**config.mk**
```make
export PLATFORM = sky130hd
export DESIGN_NAME = debounce_multi
export DESIGN_NICKNAME = d
export VERILOG_FILES = /design/src/rtl/debounce_multi.sv
export SDC_FILE = /design/constraint.sdc
export NUM_CORES = 1
export LEC_CHECK = 0
export CORE_ASPECT_RATIO = 0.7
export CORE_UTILIZATION = 40
export DETAILED_ROUTE_END_ITERATION = 8
export SLEW_MARGIN = 20
export SYNTH_ARGS = -nofsm -noshare
export SYNTH_HDL_FRONTEND = slang
export SYNTH_SLANG_ARGS = --single-unit
```
**constraint.sdc**
```tcl
create_clock -name clk -period 3.4 [get_ports clk]
set_input_delay 0.51 -clock clk [delete_from_list [all_inputs] [get_ports clk]]
set_output_delay 0.51 -clock clk [all_outputs]
set_load 0.02 [all_outputs]
```
**src/rtl/debounce_multi.sv**
```systemverilog
// Multi-channel push-button debouncer: per channel a 2-flop synchroniser, a four-state
// stability filter, press/release strobes, and optional long-press hold with auto-repeat.
module debounce_multi #(
  parameter int CHANNELS        = 4,
  parameter int DEBOUNCE_CYCLES = 500,
  parameter int HOLD_CYCLES     = 25_000_000,
  parameter int REPEAT_CYCLES   = 5_000_000,
  parameter bit ACTIVE_LOW      = 1'b0
) (
  input  logic                clk,
  input  logic                rst_n,
  input  logic [CHANNELS-1:0] button,
  output logic [CHANNELS-1:0] debounced,
  output logic [CHANNELS-1:0] pressed,
  output logic [CHANNELS-1:0] released,
  output logic [CHANNELS-1:0] held
);

  localparam int SW = $clog2(DEBOUNCE_CYCLES + 1);
  localparam int HW = (HOLD_CYCLES > 0) ? $clog2(HOLD_CYCLES + 1) : 1;
  localparam int RW = (REPEAT_CYCLES > 0) ? $clog2(REPEAT_CYCLES + 1) : 1;
  localparam logic [SW-1:0] DEB_MAX  = SW'(DEBOUNCE_CYCLES);
  localparam logic [HW-1:0] HOLD_MAX = HW'(HOLD_CYCLES);
  localparam logic [RW-1:0] REP_MAX  = RW'(REPEAT_CYCLES);
  localparam bit HOLD_EN = (HOLD_CYCLES > 0);
  localparam bit REP_EN  = (HOLD_CYCLES > 0) && (REPEAT_CYCLES > 0);

  typedef enum logic [1:0] {
    IDLE         = 2'd0,
    PRESS_WAIT   = 2'd1,
    DOWN         = 2'd2,
    RELEASE_WAIT = 2'd3
  } state_t;

  logic [CHANNELS-1:0] w_in;
  logic [CHANNELS-1:0] r_sync1;
  logic [CHANNELS-1:0] r_sync2;

  // Polarity is folded in ahead of the synchroniser so its reset value is "inactive".
  assign w_in = ACTIVE_LOW ? ~button : button;

  always_ff @(posedge clk or negedge rst_n) begin
    if (!rst_n) begin
      r_sync1 <= '0;
      r_sync2 <= '0;
    end else begin
      r_sync1 <= w_in;
      r_sync2 <= r_sync1;
    end
  end

  generate
    for (genvar gi = 0; gi < CHANNELS; gi++) begin : g_ch
      state_t          r_state;
      state_t          w_state_next;
      logic [SW-1:0]   r_cnt;
      logic [SW-1:0]   w_cnt_next;
      logic [HW-1:0]   r_hold;
      logic [HW-1:0]   w_hold_next;
      logic [RW-1:0]   r_rep;
      logic [RW-1:0]   w_rep_next;
      logic            r_deb;
      logic            r_pressed;
      logic            r_released;
      logic            r_held;
      logic            w_deb_next;
      logic            w_held_next;
      logic            w_repeat;
      logic            w_pressed_next;
      logic            w_released_next;
      logic            w_sample;

      assign w_sample = r_sync2[gi];

      always_ff @(posedge clk or negedge rst_n) begin
        if (!rst_n) begin
          r_state    <= IDLE;
          r_cnt      <= '0;
          r_hold     <= '0;
          r_rep      <= '0;
          r_deb      <= 1'b0;
          r_pressed  <= 1'b0;
          r_released <= 1'b0;
          r_held     <= 1'b0;
        end else begin
          r_state    <= w_state_next;
          r_cnt      <= w_cnt_next;
          r_hold     <= w_hold_next;
          r_rep      <= w_rep_next;
          r_deb      <= w_deb_next;
          r_pressed  <= w_pressed_next;
          r_released <= w_released_next;
          r_held     <= w_held_next;
        end
      end

      // The first qualifying sample counts as 1, so a count of DEBOUNCE_CYCLES commits.
      always_comb begin
        w_state_next = r_state;
        w_cnt_next   = r_cnt;
        case (r_state)
          IDLE: begin
            if (w_sample) begin
              if (DEB_MAX == SW'(1)) begin
                w_state_next = DOWN;
                w_cnt_next   = '0;
              end else begin
                w_state_next = PRESS_WAIT;
                w_cnt_next   = SW'(1);
              end
            end
          end
          PRESS_WAIT: begin
            if (!w_sample) begin
              w_state_next = IDLE;
              w_cnt_next   = '0;
            end else if (r_cnt + SW'(1) == DEB_MAX) begin
              w_state_next = DOWN;
              w_cnt_next   = '0;
            end else begin
              w_cnt_next = r_cnt + SW'(1);
            end
          end
          DOWN: begin
            if (!w_sample) begin
              if (DEB_MAX == SW'(1)) begin
                w_state_next = IDLE;
                w_cnt_next   = '0;
              end else begin
                w_state_next = RELEASE_WAIT;
                w_cnt_next   = SW'(1);
              end
            end
          end
          RELEASE_WAIT: begin
            if (w_sample) begin
              w_state_next = DOWN;
              w_cnt_next   = '0;
            end else if (r_cnt + SW'(1) == DEB_MAX) begin
              w_state_next = IDLE;
              w_cnt_next   = '0;
            end else begin
              w_cnt_next = r_cnt + SW'(1);
            end
          end
          default: begin
            w_state_next = IDLE;
            w_cnt_next   = '0;
          end
        endcase
      end

      always_comb begin
        w_deb_next  = (w_state_next == DOWN) || (w_state_next == RELEASE_WAIT);
        w_hold_next = '0;
        w_held_next = 1'b0;
        w_rep_next  = '0;
        w_repeat    = 1'b0;
        // Hold count starts on the edge after debounced rises and saturates at HOLD_CYCLES.
        if (HOLD_EN && w_deb_next) begin
          w_hold_next = r_hold;
          if (r_deb && (r_hold != HOLD_MAX)) begin
            w_hold_next = r_hold + HW'(1);
          end
          w_held_next = (w_hold_next == HOLD_MAX);
        end
        if (REP_EN && w_held_next) begin
          if (!r_held) begin
            w_repeat = 1'b1;
          end else if (r_rep + RW'(1) == REP_MAX) begin
            w_repeat = 1'b1;
          end else begin
            w_rep_next = r_rep + RW'(1);
          end
        end
        w_pressed_next  = (!r_deb && w_deb_next) || w_repeat;
        w_released_next = r_deb && !w_deb_next;
      end

      assign debounced[gi] = r_deb;
      assign pressed[gi]   = r_pressed;
      assign released[gi]  = r_released;
      assign held[gi]      = r_held;
    end
  endgenerate

endmodule

```
==> impl_metrics.toml, run 1 <==
[run_status]
status = "finished, final reports clean"

[yosys]
synthDistinctLibCells = 72
postSynthAreaPerCell_um2 = 8.97
yosysTopAreaCell = "dfrtp_1"
syn_area_um2 = 14700
yosys_most_used_dff = "dfrtp_1"
syn_inst = 1642
ys_warn_count = 0
synth.most_common_cell = "nor2_1"
synth-edff-count = 0
synth_top_area_frac = 0.442
synth-seq-cells = 260
ys_seq_area_frac = 0.442
synthTopCellsByArea = "dfrtp_1 (44%), nor2_1 (6.7%), xor2_1 (6.7%), xnor2_1 (6.0%), nand2_1 (3.4%)"
syn_nets = 1664
ys_top_cells_by_count = "nor2_1 (262), dfrtp_1 (260), nand2_1 (133), xor2_1 (112), xnor2_1 (101)"
async_flop_share = 1.00

[sta]
final.min_clock_period_ns = 3.16
hold_violations = 0
tns_ns = 0
slew_headroom = 0.547
setup_violations = 0
clock_skew_ns = 0.00797
drv_slew = 0
tightestPinTransition_ns = 0.679
fmax_mhz = 316
finalCritPeriodShare = 0.930

[job]
max_cap_violations = 0

[pwr]
p_clk_frac = 0.481
power.internal_uw = 4940
p_sw_frac = 0.217
p_sw_uw = 1370
pwr-share-comb = 0.021
irDropWorstVdd_mv = 0.322
seq_power_share = 0.498
p_total_uw = 6310
p_leak_uw = 0.00646
power.density_nw_per_um2 = 384

[critical_path]
path_delay_family = "simple AND/OR/NAND/NOR gates"
cp-start-kind = "flip-flop"
cpPeakStageDelay_ns = 0.47
critical_path.slowest_cell = "dfrtp_1"
worstRegToRegCells = 10
path_class = "reg2reg"
crit_path_start = "g_ch[1].r_hold[0]$_DFF_PN0_"
r2r-start = "g_ch[1].r_hold[0]$_DFF_PN0_"
cp_max_fo = 21
cp.required_ns = 3.87
endpoint_kind = "flip-flop"
cp.depth = 10
arrival_ns = 3.64
crit_chain = "ha_1 > nand4_1 > nor3_2 > and3_1 > o221ai_1 > a2111oi_0 > and4_1 > nand2_1 > buf_4 > nor2_1"
crit_buf_inv = 1

[clocking]
htreeDepth = 1
clock-sinks = 260
numCtsBuffers = 27
clockBufferDepth = 3
clock_tree.root_cell = "clkbuf_16"
clk_pin_slew_ns = 0.06
clock_latency_ns = 0.54
tritoncts = "built"

[grt]
grt_overflow = 0
grtUsageTotal = 0.173
first_global_vias = 10900
grt_max_degree = 86
grt_pass1_wl_um = 54800
antenna_found_initial = 0

[finish]
fin_nets = 1670
diodes = 0
drive_above_1_share = 0.0803
syn2layout_area_growth_pct = 11.6
final-seq-area_um2 = 6510
fill_cells = 3440
multi_input_area_um2 = 7730

[floorplanning]
ioPinCount = 22
fp.dieW_um = 231
die_area_um2 = 37600
core.rowCount = 58
die_y_um = 163
start_util = 0.408
fp.coreArea_um2 = 36100

[route]
drc_errors = 0
viasPerCell = 5.43
first_pass_iters = 4
vias = 11700
routed_wl_um = 31500
ant_nets = 0
first_iter_violations = 866
drt-wirelength-per-cell_um = 14.7

[placement]
place_congestion = 0.912
dp_hpwl_um = 21700
io_buffer_count = 21

[worst_hold_path]
hold_path_class = "reg2reg"
min_from = "r_sync1[0]$_DFF_PN0_"
holdPathStages = 0
## state kept, by name, summed over array words and instances, names as in the netlist, 8 cells and up
name	count
g_ch.r_rep	92
g_ch.r_hold	100
g_ch.r_cnt	36
g_ch.r_state	8
## placed cells by master, fill, tap and decap left out, drive strengths merged, types with 14 or more instances in the layout
cell,n
buf,36
and3,55
a21oi,32
nand2b,14
xnor2,101
nor4,35
nor3,42
and2,17
clkbuf,34
inv,48
dfrtp,260
xor2,112
nand2,134
o21ai,59
nand3,94
and4,23
ha,16
nor2,272
mux2i,16
clkdlybuf4s50,20
nand4,60
## power groups by stage
stage,clock (uW),sequential (uW),combinational (uW)
2_1_floorplan,0,3190,51.3
5_1_grt,3290,3140,160
3_3_place_gp,0,3200,138
3_5_place_dp,0,3200,140
4_1_cts,3140,3140,142
6_report,3030,3140,135
## layout make-up
| cell class | count | share of cell area |
|---|---|---|
| Sequential cell | 260 | 0.396 |
| Inverter | 47 | 0.0107 |
| Timing Repair Buffer | 57 | 0.0312 |
| Clock buffer | 34 | 0.0451 |
| Tap cell | 480 | 0.0365 |
| Clock inverter | 15 | 0.0104 |
| Multi-Input combinational cell | 1255 | 0.470 |
## what timing repair did
action	CTS	global route
setup endpoints to repair	0	90
setup buffers	0	2
resized for setup	0	8
hold buffers	1	0
hold endpoints to repair	65	0
## path summary, 6_finish.rpt
path	endpoint	slack, ns
worst max register to register	g_ch[1].r_rep[10]$_DFF_PN0_	0.24
worst min-delay path	r_sync2[0]$_DFF_PN0_	0.35
max in group asynchronous	g_ch[2].r_hold[8]$_DFF_PN0_	1.95
min in group asynchronous	g_ch[3].r_cnt[3]$_DFFE_PN0P_	0.54
worst min register to register	r_sync2[0]$_DFF_PN0_	0.35
worst max-delay path	g_ch[1].r_rep[10]$_DFF_PN0_	0.24
## metal layers
metal  GRT usage  share of wire
met2       0.235           0.39
met1       0.279           0.54
met5           0              0
met4      0.0352          0.016
met3      0.0289          0.046
## cells by family after synthesis
logic type,after synthesis,share of synthesized area
xor gates and xnor gates,213,0.127
buffers and inverters,127,0.0374
adders and majority gates,16,0.0136
DFF,260,0.442
and+or+nand+nor,827,0.288
AOI/OAI and AO/OA,180,0.0792
muxes,19,0.0132
## metrics by stage
step / cells / utilization / hold slack, ns / worst slack [ns] / area, um2
after floorplan: 1642 / - / 0.214 / 0.386 / 14700
after global placement: 2096 / 0.429 / 0.333 / 0.169 / 15500
after detailed placement: 2096 / 0.429 / 0.337 / 0.0230 / 15500
after CTS: 2146 / 0.454 / 0.352 / 0.0160 / 16400
after global routing: 2148 / 0.456 / 0.361 / -0.0114 / 16400
final: 2148 / 0.456 / 0.350 / 0.237 / 16400
Note: power is estimated with default switching activity, not from simulation.
==> run 2: changes to the inputs <==
--- a/config.mk
+++ b/config.mk
@@ -6,8 +6,10 @@
 export NUM_CORES = 1
 export LEC_CHECK = 0
 export CORE_ASPECT_RATIO = 0.7
-export CORE_UTILIZATION = 40
+export CORE_UTILIZATION = 50
+export CTS_CLUSTER_DIAMETER = 50
 export DETAILED_ROUTE_END_ITERATION = 8
+export PLACE_DENSITY = 0.66
 export SLEW_MARGIN = 20
 export SYNTH_ARGS = -nofsm -noshare
 export SYNTH_HDL_FRONTEND = slang
==> run 2 against run 1 <==
  * Total power rose by 6.9%
  * First-iteration DRC count grew 19%
  * Clock skew grew 0.0044 ns
  * Sequential power about the same
  * Count of clock-buffer cells in the layout up 3
  * Critical path depth increased by 1
  * Wire length fell by 2.0%
  * Final cell count shrank 4.6%
  * Via count is 0.81% lower
  * Fmax decreased by 2.2%
  * Global-route usage rose by 3.5 points
  * Worst setup slack worse by 0.072 ns
==> impl_metrics.toml, run 2 (synthesis gave the netlist of run 1 again) <==
[finish]
syn2layout_area_growth_pct = 11.4
largest_reg_flops = 100
fill_cells = 2511
diodes = 0
top_register = "g_ch.r_hold"
drive_above_1_share = 0.0801
fin_area_um2 = 16400
top_regs = "g_ch.r_hold: 100 flops, g_ch.r_rep: 92 flops, g_ch.r_cnt: 36 flops"
final_common_cell = "nor2_1"
final_cell_mix = "nor2_1 (262), dfrtp_1 (260), nand2_1 (133)"
fin_nets = 1670
multi_input_area_um2 = 7700
final_cells = 2050
final-seq-area_um2 = 6510

[pwr]
power.density_nw_per_um2 = 411
p_total_uw = 6740
p_leak_uw = 0.00648
irDropWorstVdd_mv = 0.317

[sta]
tns_ns = 0
tightestPinTransition_ns = 0.718
finalCritPeriodShare = 0.952
fmax_mhz = 309
drv_slew = 0
slew_headroom = 0.517
setup_violations = 0
hold_violations = 0
clock_skew_ns = 0.0123
final.min_clock_period_ns = 3.24

[job]
max_cap_violations = 0

[grt]
grt_overflow = 0
antenna_found_initial = 0
grt_pass1_wl_um = 53200
first_global_vias = 10500
grtUsageTotal = 0.208
grt_max_degree = 81

[clocking]
tritoncts = "built"
clockBufferDepth = 3
clock_tree.root_cell = "clkbuf_16"
clock-sinks = 260
clk_pin_slew_ns = 0.06
numCtsBuffers = 30
clock_latency_ns = 0.56
htreeDepth = 1

[floorplanning]
ioPinCount = 22
die_y_um = 146
fp.dieW_um = 207
start_util = 0.509
core.rowCount = 52
fp.coreArea_um2 = 29000
die_area_um2 = 30200

[critical_path]
cp-start-kind = "flip-flop"
cp_max_fo = 19
arrival_ns = 3.72
endpoint_kind = "flip-flop"
cp.required_ns = 3.89
path_class = "reg2reg"

[route]
ant_nets = 0
viasPerCell = 5.64
drc_errors = 0
routed_wl_um = 30900
first_pass_iters = 5
first_iter_violations = 1027
drt-wirelength-per-cell_um = 15.1
vias = 11600

[worst_hold_path]
hold_path_class = "reg2reg"

[placement]
io_buffer_count = 21
place_congestion = 0.902
dp_hpwl_um = 21100
place_area_um2 = 15300
dp.cells = 1991

[run_status]
status = "finished, final reports clean"
==> run 2: power by group <==
part / internal (uW) / switching (uW)
clock network: 2070 / 1400
logic: 38.7 / 95.8
registers: 3120 / 23.8
total: 5220 / 1520
==> run 2: what timing repair did <==
action	in CTS	in global routing
setup endpoints to repair	0	48
hold endpoints to repair	75	0
hold buffers	1	0
buffers inserted	0	2
gates resized for setup	0	4
==> run 2: worst paths after layout <==
check,from,slack (ns),depth (start not counted),endpoint
max,g_ch[0].r_hold[0]$_DFF_PN0_,0.16,11,g_ch[0].r_rep[3]$_DFF_PN0_
min,r_sync1[1]$_DFF_PN0_,0.35,0,r_sync2[1]$_DFF_PN0_
max reg2reg,g_ch[0].r_hold[0]$_DFF_PN0_,0.16,11,g_ch[0].r_rep[3]$_DFF_PN0_
min reg2reg,r_sync1[1]$_DFF_PN0_,0.35,0,r_sync2[1]$_DFF_PN0_
max in group asynchronous,rst_n,1.96,3,g_ch[1].r_rep[21]$_DFF_PN0_
min in group asynchronous,rst_n,0.51,2,r_sync1[3]$_DFF_PN0_
==> run 2: critical path: stages, from the launching register on <==
cell,delay [ns]
dfrtp_1,0.43
inv_1,0.11
ha_1,0.16
or4b_2,0.61
nor4_2,0.37
a211oi_1,0.21
mux2i_1,0.27
nand4_1,0.19
nor4_4,0.31
buf_4,0.18
nand2_4,0.17
nor2_1,0.15
==> run 2: per-layer routing <==
layer  GRT usage  vias to the layer above  wire (um)
met3      0.0309                       44       1510
met4      0.0451                        0        505
met1       0.343                     5516      16400
met5           0                        -          0
met2       0.280                      252      12500
li1            -                     5749          -
==> run 2: cell type report <==
class | instances | share of cell area
Clock buffer | 37 | 0.0505
Clock inverter | 19 | 0.0149
Inverter | 47 | 0.0108
Multi-Input combinational cell | 1255 | 0.469
Sequential cell | 260 | 0.397
Tap cell | 378 | 0.0288
Timing Repair Buffer | 54 | 0.0291
==> run 2: metrics by stage <==
stage	hold WS [ns]	worst slack [ns]	util
3_5_place_dp	0.337	0.0281	0.528
4_1_cts	0.351	0.0206	0.566
6_report	0.347	0.164	0.567
3_3_place_gp	0.335	0.148	0.528
5_1_grt	0.354	-0.0256	0.567
2_1_floorplan	0.214	0.386	-
==> RTL edit (config.mk and constraints of run 2) <==
Put one more register stage on the output `held`, without a reset. The value now appears one clock later. The other outputs are not delayed to match.
--- a/src/rtl/debounce_multi.sv
+++ b/src/rtl/debounce_multi.sv
@@ -32,4 +32,6 @@
     RELEASE_WAIT = 2'd3
   } state_t;
+
+  logic [CHANNELS-1:0] held_d;
 
   logic [CHANNELS-1:0] w_in;
@@ -181,8 +183,12 @@
       assign pressed[gi]   = r_pressed;
       assign released[gi]  = r_released;
-      assign held[gi]      = r_held;
+      assign held_d[gi]      = r_held;
     end
   endgenerate
 
+  always_ff @(posedge clk) begin
+    held <= held_d;
+  end
+
 endmodule
 
Check against the original RTL: no difference found for any inputs over 10 cycles, from zero or initial values and one cycle with rst_n low; that may be too few to reach the edited logic, so the function may still have changed.
==> RTL edit against run 2 <==
  * Largest cell class unchanged
  * Sequential cell count grew 4
  * Cell area is 0.18% higher
  * Non-clock buffer count down 1
  * Area after synthesis increased by 0.34%
  * Highest routed layer unchanged
  * Critical path depth increased by 1
  * Worst setup slack better by 75 ps
  * Power down 1.2%
  * Wire length is 0.51% lower
  * Synthesized cell count did not move
==> RTL edit: results (changes against run 2) <==
CP Max Fanout=19 (unchanged); NumNets Final=1672 (+0.12%); postcts setup bufs=0 (unchanged); met3 GRT Util=3.30% (+0.22 points); critical path's slowest cell=or4b_2; ys async rst share=98.5% (-1.5 points); worst reg2reg setup slack=240 ps (+70 ps); routability cong.=0.915 (+1.4%); final non-filler cell total=2050 (unchanged); Synth cell types=73 (+1.4%); dpl cell area=0.0154 mm2 (+0.56%); VDD IR-drop max=0.384 mV (+21%); top cells by area, synth=dfrtp_1 44%, nor2_1 6.7%, xor2_1 6.6%; hold depth=0 (unchanged); Top Metal Used=met4; synth cell count leaders=262 x nor2_1, 260 x dfrtp_1, 133 x nand2_1; WP data arrival=3590 ps (-130 ps); CTS Buf Count=29 (-3.3%); RR Endpoint=g_ch[0].r_rep[5]$_DFF_PN0_; top_reg_cell synth=dfrtp_1; max incr delay on CP=620 ps; post-CTS sizing=0 (unchanged); largest net degree at the start of global routing=98 (+21%); clock buffer depth=3 (unchanged); Clock Latency Late Sink=560 ps (about the same); DP HPWL=21.3 mm (+0.67%); YS warnings=0 (unchanged); M1 WL=16.3 mm (-0.55%); met2 track demand over resource=30.2% (+2.1 points); routed wire length=30.7 mm (-0.51%); Max Cap Viol=0 (unchanged); Place WS=5.25 ps (-22.8 ps); WHS Endpoint=r_sync2[0]$_DFF_PN0_; Seq/Total Area, Yosys=44.6% (+0.39 points); first-pass GRT wire length=53.6 mm (+0.73%); share of cells above drive strength 1=7.72% (-0.30 points); I/O Buffers=21 (unchanged); H-tree level count=1 (unchanged); CP top delay family=simple AND/OR/NAND/NOR gates; Clock transition at path regs=60 ps (about the same); Vias/cell=5.61 (-0.56%); fin crit share=93.0% (-2.2 points); 1st-iter DRT viols=736 (-28%); met1 usage=32.7% (-1.6 points); DR WL met2=12.7 mm (+2.1%); DR WL met3=1.17 mm (-22%); Min Hold Slack=348 ps (+0.816 ps); dpl cells=1994 (+0.15%); r2r worst-path depth=12 (+1); relative slew slack=49.5% (-2.2 points); vias in the first global route=10849 (+3.0%); CTS Root Cell=clkbuf_16; Diodes inserted=0 (unchanged); status=finished, final reports clean; Worst Skew=13.6 ps (+1.27 ps); GR Util All Layers=20.9% (+0.12 points); Hold Path Origin=r_sync1[0]$_DFF_PN0_; leakage power=0.00650 uW (+0.28%)
==> RTL edit: power by group <==
part           leakage, uW  internal, uW  switching [uW]
Sequential         0.00362          3160            24.2
Clock             0.000487          1990            1340
Combinational      0.00239          40.1            95.4
==> RTL edit: worst max-delay path by stage <==
stage                           startpoint                          end
2_1_floorplan  g_ch[0].r_hold[3]$_DFF_PN0_  g_ch[0].r_rep[16]$_DFF_PN0_
3_3_place_gp   g_ch[0].r_hold[0]$_DFF_PN0_   g_ch[0].r_rep[2]$_DFF_PN0_
3_5_place_dp   g_ch[0].r_hold[0]$_DFF_PN0_   g_ch[0].r_rep[5]$_DFF_PN0_
4_1_cts        g_ch[0].r_hold[0]$_DFF_PN0_   g_ch[0].r_rep[8]$_DFF_PN0_
5_1_grt        g_ch[3].r_hold[1]$_DFF_PN0_  g_ch[3].r_rep[10]$_DFF_PN0_
6_report       g_ch[0].r_hold[0]$_DFF_PN0_   g_ch[0].r_rep[5]$_DFF_PN0_
==> RTL edit: area by class of cell <==
| class | count | area (um2) |
|---|---|---|
| inverters | 47 | 176 |
| clock inverters | 18 | 254 |
| flip-flops and latches | 264 | 6590 |
| fillers | 2559 | 12500 |
| well taps | 378 | 473 |
| repair buffers | 53 | 483 |
| multi-input cells | 1255 | 7710 |
| clock buffers | 35 | 758 |
==> RTL edit: logic make-up (layout without fill, tap and decap cells) <==
| kind of cell | after synthesis | after routing | synth area share [%] |
|---|---|---|---|
| AND/OR/NAND/NOR | 827 | 827 | 28.7 |
| adder cells (fa/ha/maj) | 16 | 16 | 1.35 |
| AO/OA/AOI/OAI | 180 | 180 | 7.89 |
| buffers and inverters | 123 | 153 | 3.52 |
| flip-flops | 264 | 264 | 44.6 |
| XOR/XNOR | 213 | 213 | 12.6 |
| multiplexers | 19 | 19 | 1.31 |
